===== config.mk =====
export PLATFORM = sky130hd
export DESIGN_NAME = vis_framer
export DESIGN_NICKNAME = d
export VERILOG_FILES = /design/src/rtl/vis_framer.sv
export SDC_FILE = /design/constraint.sdc
export NUM_CORES = 1
export LEC_CHECK = 0
export CELL_PAD_IN_SITES_DETAIL_PLACEMENT = 0
export CELL_PAD_IN_SITES_GLOBAL_PLACEMENT = 1
export CORE_MARGIN = 2
export CORE_UTILIZATION = 55
export CTS_BUF_LIST = sky130_fd_sc_hd__clkbuf_4
export DETAILED_ROUTE_END_ITERATION = 6
export DONT_BUFFER_PORTS = 1
export GPL_TIMING_DRIVEN = 0
export PLACE_DENSITY_LB_ADDON = 0.15
export SLEW_MARGIN = 15
export SYNTH_ARGS = -nofsm -noshare
export SYNTH_HDL_FRONTEND = slang
export SYNTH_SLANG_ARGS = --single-unit
export TNS_END_PERCENT = 5

===== constraint.sdc =====
create_clock -name clock -period 10.8 [get_ports clock]
set_input_delay 2.16 -clock clock [delete_from_list [all_inputs] [get_ports clock]]
set_output_delay 2.16 -clock clock [all_outputs]
set_load 0.005 [all_outputs]

===== src/rtl/vis_framer.sv =====
// Serialises correlator visibility frames (re/im pairs ending on last) into a
// single-word AXI4-Stream: header, interleaved re/im words, then a checksum trailer.
module vis_framer #(
  parameter int          ACCUM = 32,
  parameter int          TOTAL = 30,
  parameter logic [15:0] MAGIC = 16'hA5C3
) (
  input  logic             clock,
  input  logic             reset,
  input  logic             s_valid_i,
  output logic             s_ready_o,
  input  logic             s_last_i,
  input  logic [ACCUM-1:0] s_revis_i,
  input  logic [ACCUM-1:0] s_imvis_i,
  output logic             m_valid_o,
  input  logic             m_ready_i,
  output logic             m_last_o,
  output logic [ACCUM-1:0] m_data_o,
  output logic [15:0]      frame_o,
  output logic             err_o
);

  typedef enum logic [1:0] {
    S_IDLE,
    S_RE,
    S_IM,
    S_TAIL
  } state_t;

  localparam logic [14:0] COUNT_MAX = 15'h7FFF;

  state_t           state_reg, state_next;
  logic             m_valid_reg, m_valid_next;
  logic             m_last_reg, m_last_next;
  logic [ACCUM-1:0] m_data_reg, m_data_next;
  logic [15:0]      frame_reg, frame_next;
  logic             err_reg, err_next;
  logic [14:0]      count_reg, count_next;
  logic [15:0]      csum_reg, csum_next;
  logic [ACCUM-1:0] im_hold_reg, im_hold_next;
  logic             last_hold_reg, last_hold_next;

  logic             load;
  logic             in_fire;
  logic             lenerr;
  logic [31:0]      header_word;
  logic [31:0]      trailer_word;

  // Only the low 32 bits of a component contribute to the checksum.
  function automatic logic [15:0] fold(input logic [ACCUM-1:0] x);
    logic [31:0] lo;
    lo = x[31:0];
    return lo[31:16] ^ lo[15:0];
  endfunction

  assign load         = !m_valid_reg || m_ready_i;
  assign s_ready_o    = (state_reg == S_RE) && load;
  assign in_fire      = s_valid_i && s_ready_o;
  assign lenerr       = (32'(count_reg) != 32'(TOTAL));
  assign header_word  = {MAGIC, frame_reg};
  assign trailer_word = {lenerr, count_reg, csum_reg};

  assign m_valid_o = m_valid_reg;
  assign m_last_o  = m_last_reg;
  assign m_data_o  = m_data_reg;
  assign frame_o   = frame_reg;
  assign err_o     = err_reg;

  always_ff @(posedge clock or posedge reset) begin
    if (reset) begin
      state_reg     <= S_IDLE;
      m_valid_reg   <= 1'b0;
      m_last_reg    <= 1'b0;
      m_data_reg    <= '0;
      frame_reg     <= '0;
      err_reg       <= 1'b0;
      count_reg     <= '0;
      csum_reg      <= '0;
      im_hold_reg   <= '0;
      last_hold_reg <= 1'b0;
    end else begin
      state_reg     <= state_next;
      m_valid_reg   <= m_valid_next;
      m_last_reg    <= m_last_next;
      m_data_reg    <= m_data_next;
      frame_reg     <= frame_next;
      err_reg       <= err_next;
      count_reg     <= count_next;
      csum_reg      <= csum_next;
      im_hold_reg   <= im_hold_next;
      last_hold_reg <= last_hold_next;
    end
  end

  always_comb begin
    state_next     = state_reg;
    m_valid_next   = m_valid_reg;
    m_last_next    = m_last_reg;
    m_data_next    = m_data_reg;
    frame_next     = frame_reg;
    err_next       = err_reg;
    count_next     = count_reg;
    csum_next      = csum_reg;
    im_hold_next   = im_hold_reg;
    last_hold_next = last_hold_reg;

    case (state_reg)
      S_IDLE: begin
        // The pair that opens a frame is held off until the header is out.
        if (load && s_valid_i) begin
          m_data_next  = ACCUM'(header_word);
          m_valid_next = 1'b1;
          m_last_next  = 1'b0;
          count_next   = '0;
          csum_next    = '0;
          state_next   = S_RE;
        end else if (load) begin
          m_valid_next = 1'b0;
          m_last_next  = 1'b0;
        end
      end

      S_RE: begin
        if (in_fire) begin
          m_data_next    = s_revis_i;
          m_valid_next   = 1'b1;
          m_last_next    = 1'b0;
          im_hold_next   = s_imvis_i;
          last_hold_next = s_last_i;
          count_next     = (count_reg == COUNT_MAX) ? count_reg : count_reg + 15'd1;
          csum_next      = csum_reg ^ fold(s_revis_i);
          state_next     = S_IM;
        end else if (load) begin
          m_valid_next = 1'b0;
          m_last_next  = 1'b0;
        end
      end

      S_IM: begin
        if (load) begin
          m_data_next  = im_hold_reg;
          m_valid_next = 1'b1;
          m_last_next  = 1'b0;
          csum_next    = csum_reg ^ fold(im_hold_reg);
          state_next   = last_hold_reg ? S_TAIL : S_RE;
        end
      end

      S_TAIL: begin
        if (load) begin
          m_data_next  = ACCUM'(trailer_word);
          m_valid_next = 1'b1;
          m_last_next  = 1'b1;
          frame_next   = frame_reg + 16'd1;
          err_next     = err_reg | lenerr;
          state_next   = S_IDLE;
        end
      end

      default: state_next = S_IDLE;
    endcase
  end

endmodule


# Word level (Yosys, flattened, before mapping)
# Index checks and enable logic that the tools add are counted.
[classes]
n_bitwise = 5
eq_ne = 11
mux = 28
add_sub_neg = 2
reduce_logical = 14
[ops]
columns = ["operator", "count"]
rows = [
  ["32-bit two-way mux", 4],
  ["32-bit case mux with 4 select lines", 1],
  ["16-bit bitwise XOR", 4],
  ["16-bit two-way mux", 3],
  ["16-bit case mux with 3 select lines", 1],
  ["15-bit two-way mux", 3],
  ["15-bit case mux with 2 select lines", 1],
  ["16-bit by 1-bit adder with 16-bit output (second input constant)", 1],
  ["15-bit by 1-bit adder with 15-bit output (second input constant)", 1],
  ["15-bit equality test (second input constant)", 1],
  ["15-bit by 5-bit != test with 1-bit output (second input constant)", 1],
  ["4-bit AND reduction", 3],
  ["2-bit two-way mux", 5],
  ["2-bit != test (second input constant)", 5],
  ["2-bit case mux with 4 select lines", 1],
  ["1-bit two-way mux", 7],
  ["2-bit equality test (second input constant)", 2],
  ["1-bit case mux with 4 select lines", 1],
  ["2-bit AND reduction", 2],
  ["1-bit logical AND", 3],
  ["1-bit case mux with 3 select lines", 1],
  ["3-bit nonzero test", 1],
  ["2-bit by 1-bit equality test with 1-bit output (second input constant)", 1],
  ["2-bit logical NOT", 1],
  ["6 further kinds", 6],
]
[totals]
wordCells = 70
output_inout_bits = 52
in_bits = 69
regBits = 117

# Logic depth before layout (Yosys ltp)
[depth]
ltp_word = 6
mapped_depth = 8
mapped_depth_nobuf = 6

# Least setup slack after synthesis
# No wires, ideal clock.
[synth_timing]
path_kind = "input to output"
from = "in m_ready_i"
to = "out s_ready_o"
required_ns = 8.640
n_path_buf = 2
t_arrival_ns = 2.734
path_stages = 4
path_slack_ns = 5.906
path_cell_list = "nand2b_1 -> buf_2 -> buf_2 -> and2_1"
[synth_between]
elab_chain_cells = 2
[synth_rtl]
columns = ["element", "line", "source"]
rows = [
  ["start, declared", "16", "input logic m_ready_i,"],
  ["1-bit logical OR", "56", "assign load = !m_valid_reg || m_ready_i;"],
  ["1-bit logical AND", "57", "assign s_ready_o = (state_reg == S_RE) && load;"],
  ["end, declared", "11", "output logic s_ready_o,"],
]
# Every way passes these cells.

# Worst setup path after layout
# Same ends and word-level chain as after synthesis.

==> results.sh <==
export IMPL_tightest_slew_ns=0.726
export IMPL_drc_errors=0
export IMPL_syn_inst=631
export IMPL_leakage_nw=3.22
export IMPL_cts_hold_fix_buffers=0
export IMPL_rsz0062_at_grt="no"
export IMPL_critPathBufInv=2
export IMPL_grt_pass1_wl_um=28300
export IMPL_top_usage_layer="met2"
export IMPL_critical_path_arrival_ns=2.86
export IMPL_core_area_mm2=0.0110
export IMPL_portBuffers=0
export IMPL_hold_viol=0
export IMPL_post_cts_buffers=0
export IMPL_synth_compound_area_share_pct=15.6
export IMPL_drtAntennaViolNets=0
export IMPL_synthTopCellsByArea="dfrtp_1, nand2_1, mux2_2"
export IMPL_cts_tree="built"
export IMPL_met1_usage_pct=40.8
export IMPL_grt_use_met2_pct=45.0
export IMPL_dr_pass1_iters=6
export IMPL_skew_ns=0.0188
export IMPL_overflow=0
export IMPL_wire_per_inst_um=22.5
export IMPL_yosys_area_share_simple_pct=16.9
export IMPL_h_tree_depth=4
export IMPL_fmax_mhz=199
export IMPL_synth_cell_types=57
export IMPL_ctsResizeCount=0
export IMPL_end_kind="output port"
export IMPL_synthArstFlopShare_pct=100
export IMPL_start_kind="input pin"
export IMPL_cts_inserted_buffers=17
export IMPL_synth_warnings=0
export IMPL_grt_antenna_before_repair=1
export IMPL_mostFrequentLayoutCells="nand2_1, dfrtp_1, xor2_1, mux2_2, nor2_1"
export IMPL_tns_ns=0
export IMPL_grt_start_max_net_pins=67
export IMPL_wirelength_um=18100
export IMPL_final_common_cell="nand2_1"
export IMPL_nNetsFinal=728
export IMPL_io_pins=121
export IMPL_cts_num_sinks=117
export IMPL_root_buffer="clkbuf_4"
export IMPL_gp_congestion=0.865
export IMPL_avgSynthCellArea_um2=9.91
export IMPL_dr_first_iter_drc_count=546
export IMPL_dieArea_mm2=0.0122
export IMPL_crit_fanout=10
export IMPL_ys_flop_type="dfrtp_1"
export IMPL_grt_usage_pct=30.2
export IMPL_drv_cap=0
export IMPL_path_cells="nand2b_1, buf_2, buf_2, and2_1"
export IMPL_muxShareOfSynthArea_pct=8.84
export IMPL_met3_usage_pct=11.2
export IMPL_cp_top_family="buffers and inverters"
export IMPL_synth_top_area_cell="dfrtp_1"
export IMPL_start_util_pct=57.0
export IMPL_finalMaxSlewViolations=0
export IMPL_ir_drop_uv=151
export IMPL_grt_pass1_vias=5002
export IMPL_rows=38
export IMPL_seq_area_frac_synth_pct=46.8
export IMPL_finalCritPeriodShare_pct=46.5
export IMPL_synth_edf_count=0
export IMPL_clkLatencyLatePin_ns=0.55
export IMPL_synth_top_cell_area_share_pct=46.8
export IMPL_die_h_um=111
export IMPL_slew_headroom_pct=51.4
export IMPL_finalSetupViolCount=0
export IMPL_status="completed"
export IMPL_synth_fa_ha_area_share_pct=1.60
export IMPL_syn_area_mm2=0.00626
export IMPL_min_path_type="flop to flop"
export IMPL_period_needed_ns=5.02
export IMPL_syn_nets=708
export IMPL_crit_required_ns=8.64
export IMPL_critical_path_max_stage_delay_ns=0.26
export IMPL_dpl_cell_area_mm2=0.00646
export IMPL_synth_seq_cells=117
export IMPL_via_count=5154
export IMPL_clk_pin_slew_ns=0.11
export IMPL_dpl_hpwl_um=13100
export IMPL_finalPower_w=0.00196
export IMPL_p_per_area_mw_per_mm2=292
export IMPL_synth_xor_area_share_pct=6.58
export IMPL_crit_top_cell="buf_2"
export IMPL_path_class="input pin to output port"
export IMPL_synth_top_family_by_area="simple AND/OR/NAND/NOR gates"
export IMPL_final_cell_area_mm2=0.00670
export IMPL_synthToLayoutAreaGrowth_pct=7.10
export IMPL_clockBufferDepth=2
export IMPL_slowest_stage="buf_2"
export IMPL_die_w_um=111
export IMPL_routed_via_density=6.40
export IMPL_drive_gt1_share_pct=14.0
[metal layers]
layer	up-vias	share of wire, %
li1	2333	-
met1	2521	43
met2	269	45
met3	31	10
met4	0	2.0
met5	-	0
[where the power goes]
part	switching [W]	internal, W
logic	0.000545	0.000394
registers	0.000149	0.000590
clock network	0.000165	0.000113
[synth_stat cells, types with 2 or more instances]
master,count
nor3_1,8
mux2i_1,17
nor2_1,33
inv_1,11
a22o_1,28
nor4_1,10
ha_1,8
o21ai_0,20
mux2_2,34
a2111oi_0,2
buf_1,5
clkbuf_1,20
a22oi_1,7
a221o_1,8
or3_1,3
o31ai_1,3
a222oi_1,24
xnor2_1,6
and2_1,4
a21o_1,3
nand4_2,2
nand2_1,135
nand3_1,8
o211ai_1,2
nor2b_1,2
dfrtp_1,117
a311o_1,2
nand4_1,5
xor2_1,41
nor4b_1,3
and3_1,4
buf_2,18
a21oi_1,12
a211oi_1,3
[cell families after synthesis]
kind of cell,count (synthesis)
AOI/OAI and AO/OA,123
xor gates and xnor gates,47
adders and majority gates,8
buffers and inverters,55
DFF,117
muxes,51
and+or+nand+nor,230
[worst register-to-register path, stage by stage, from the launching register on]
cell	delay, ns
dfrtp_1	0.42
inv_1	0.14
ha_1	0.24
clkbuf_1	0.25
o211ai_1	0.67
clkbuf_1	0.52
a22o_1	0.25
a22o_1	0.15
[cell type report]
| class | count | area (um2) |
|---|---|---|
| fill | 969 | 4280 |
| multi-input combinational | 459 | 3100 |
| sequential | 117 | 2930 |
| buffer | 43 | 184 |
| tap | 140 | 175 |
| clock buffer | 19 | 143 |
| clock inverter | 13 | 91.3 |
| inverter | 12 | 50.0 |
| timing repair buffer | 1 | 27.5 |
| antenna | 1 | 2.50 |
[path summary, 6_finish.rpt]
kind	from	endpoint	slack, ns	cells past startpoint
setup / recovery	m_ready_i	s_ready_o	5.78	4
hold / removal	last_hold_reg	last_hold_reg	0.49	2
setup reg to reg	state_reg[1]	csum_reg[6]	8.09	7
hold reg to reg	last_hold_reg	last_hold_reg	0.49	2
max in group asynchronous	reset	im_hold_reg[24]	8.60	2
min in group asynchronous	reset	im_hold_reg[30]	1.50	1
[through the flow]
| step | hold WS (ns) | instances | setup slack [ns] | util (%) |
|---|---|---|---|---|
| after floorplan | 0.446 | 631 | 5.54 | - |
| after global placement | 0.470 | 771 | 4.24 | 58.6 |
| after detailed placement | 0.471 | 772 | 5.80 | 58.9 |
| after CTS | 0.497 | 804 | 5.80 | 61.0 |
| after global routing | 0.535 | 805 | 5.75 | 61.0 |
| final | 0.489 | 805 | 5.78 | 61.0 |
Power figures use the tool's default switching activity.
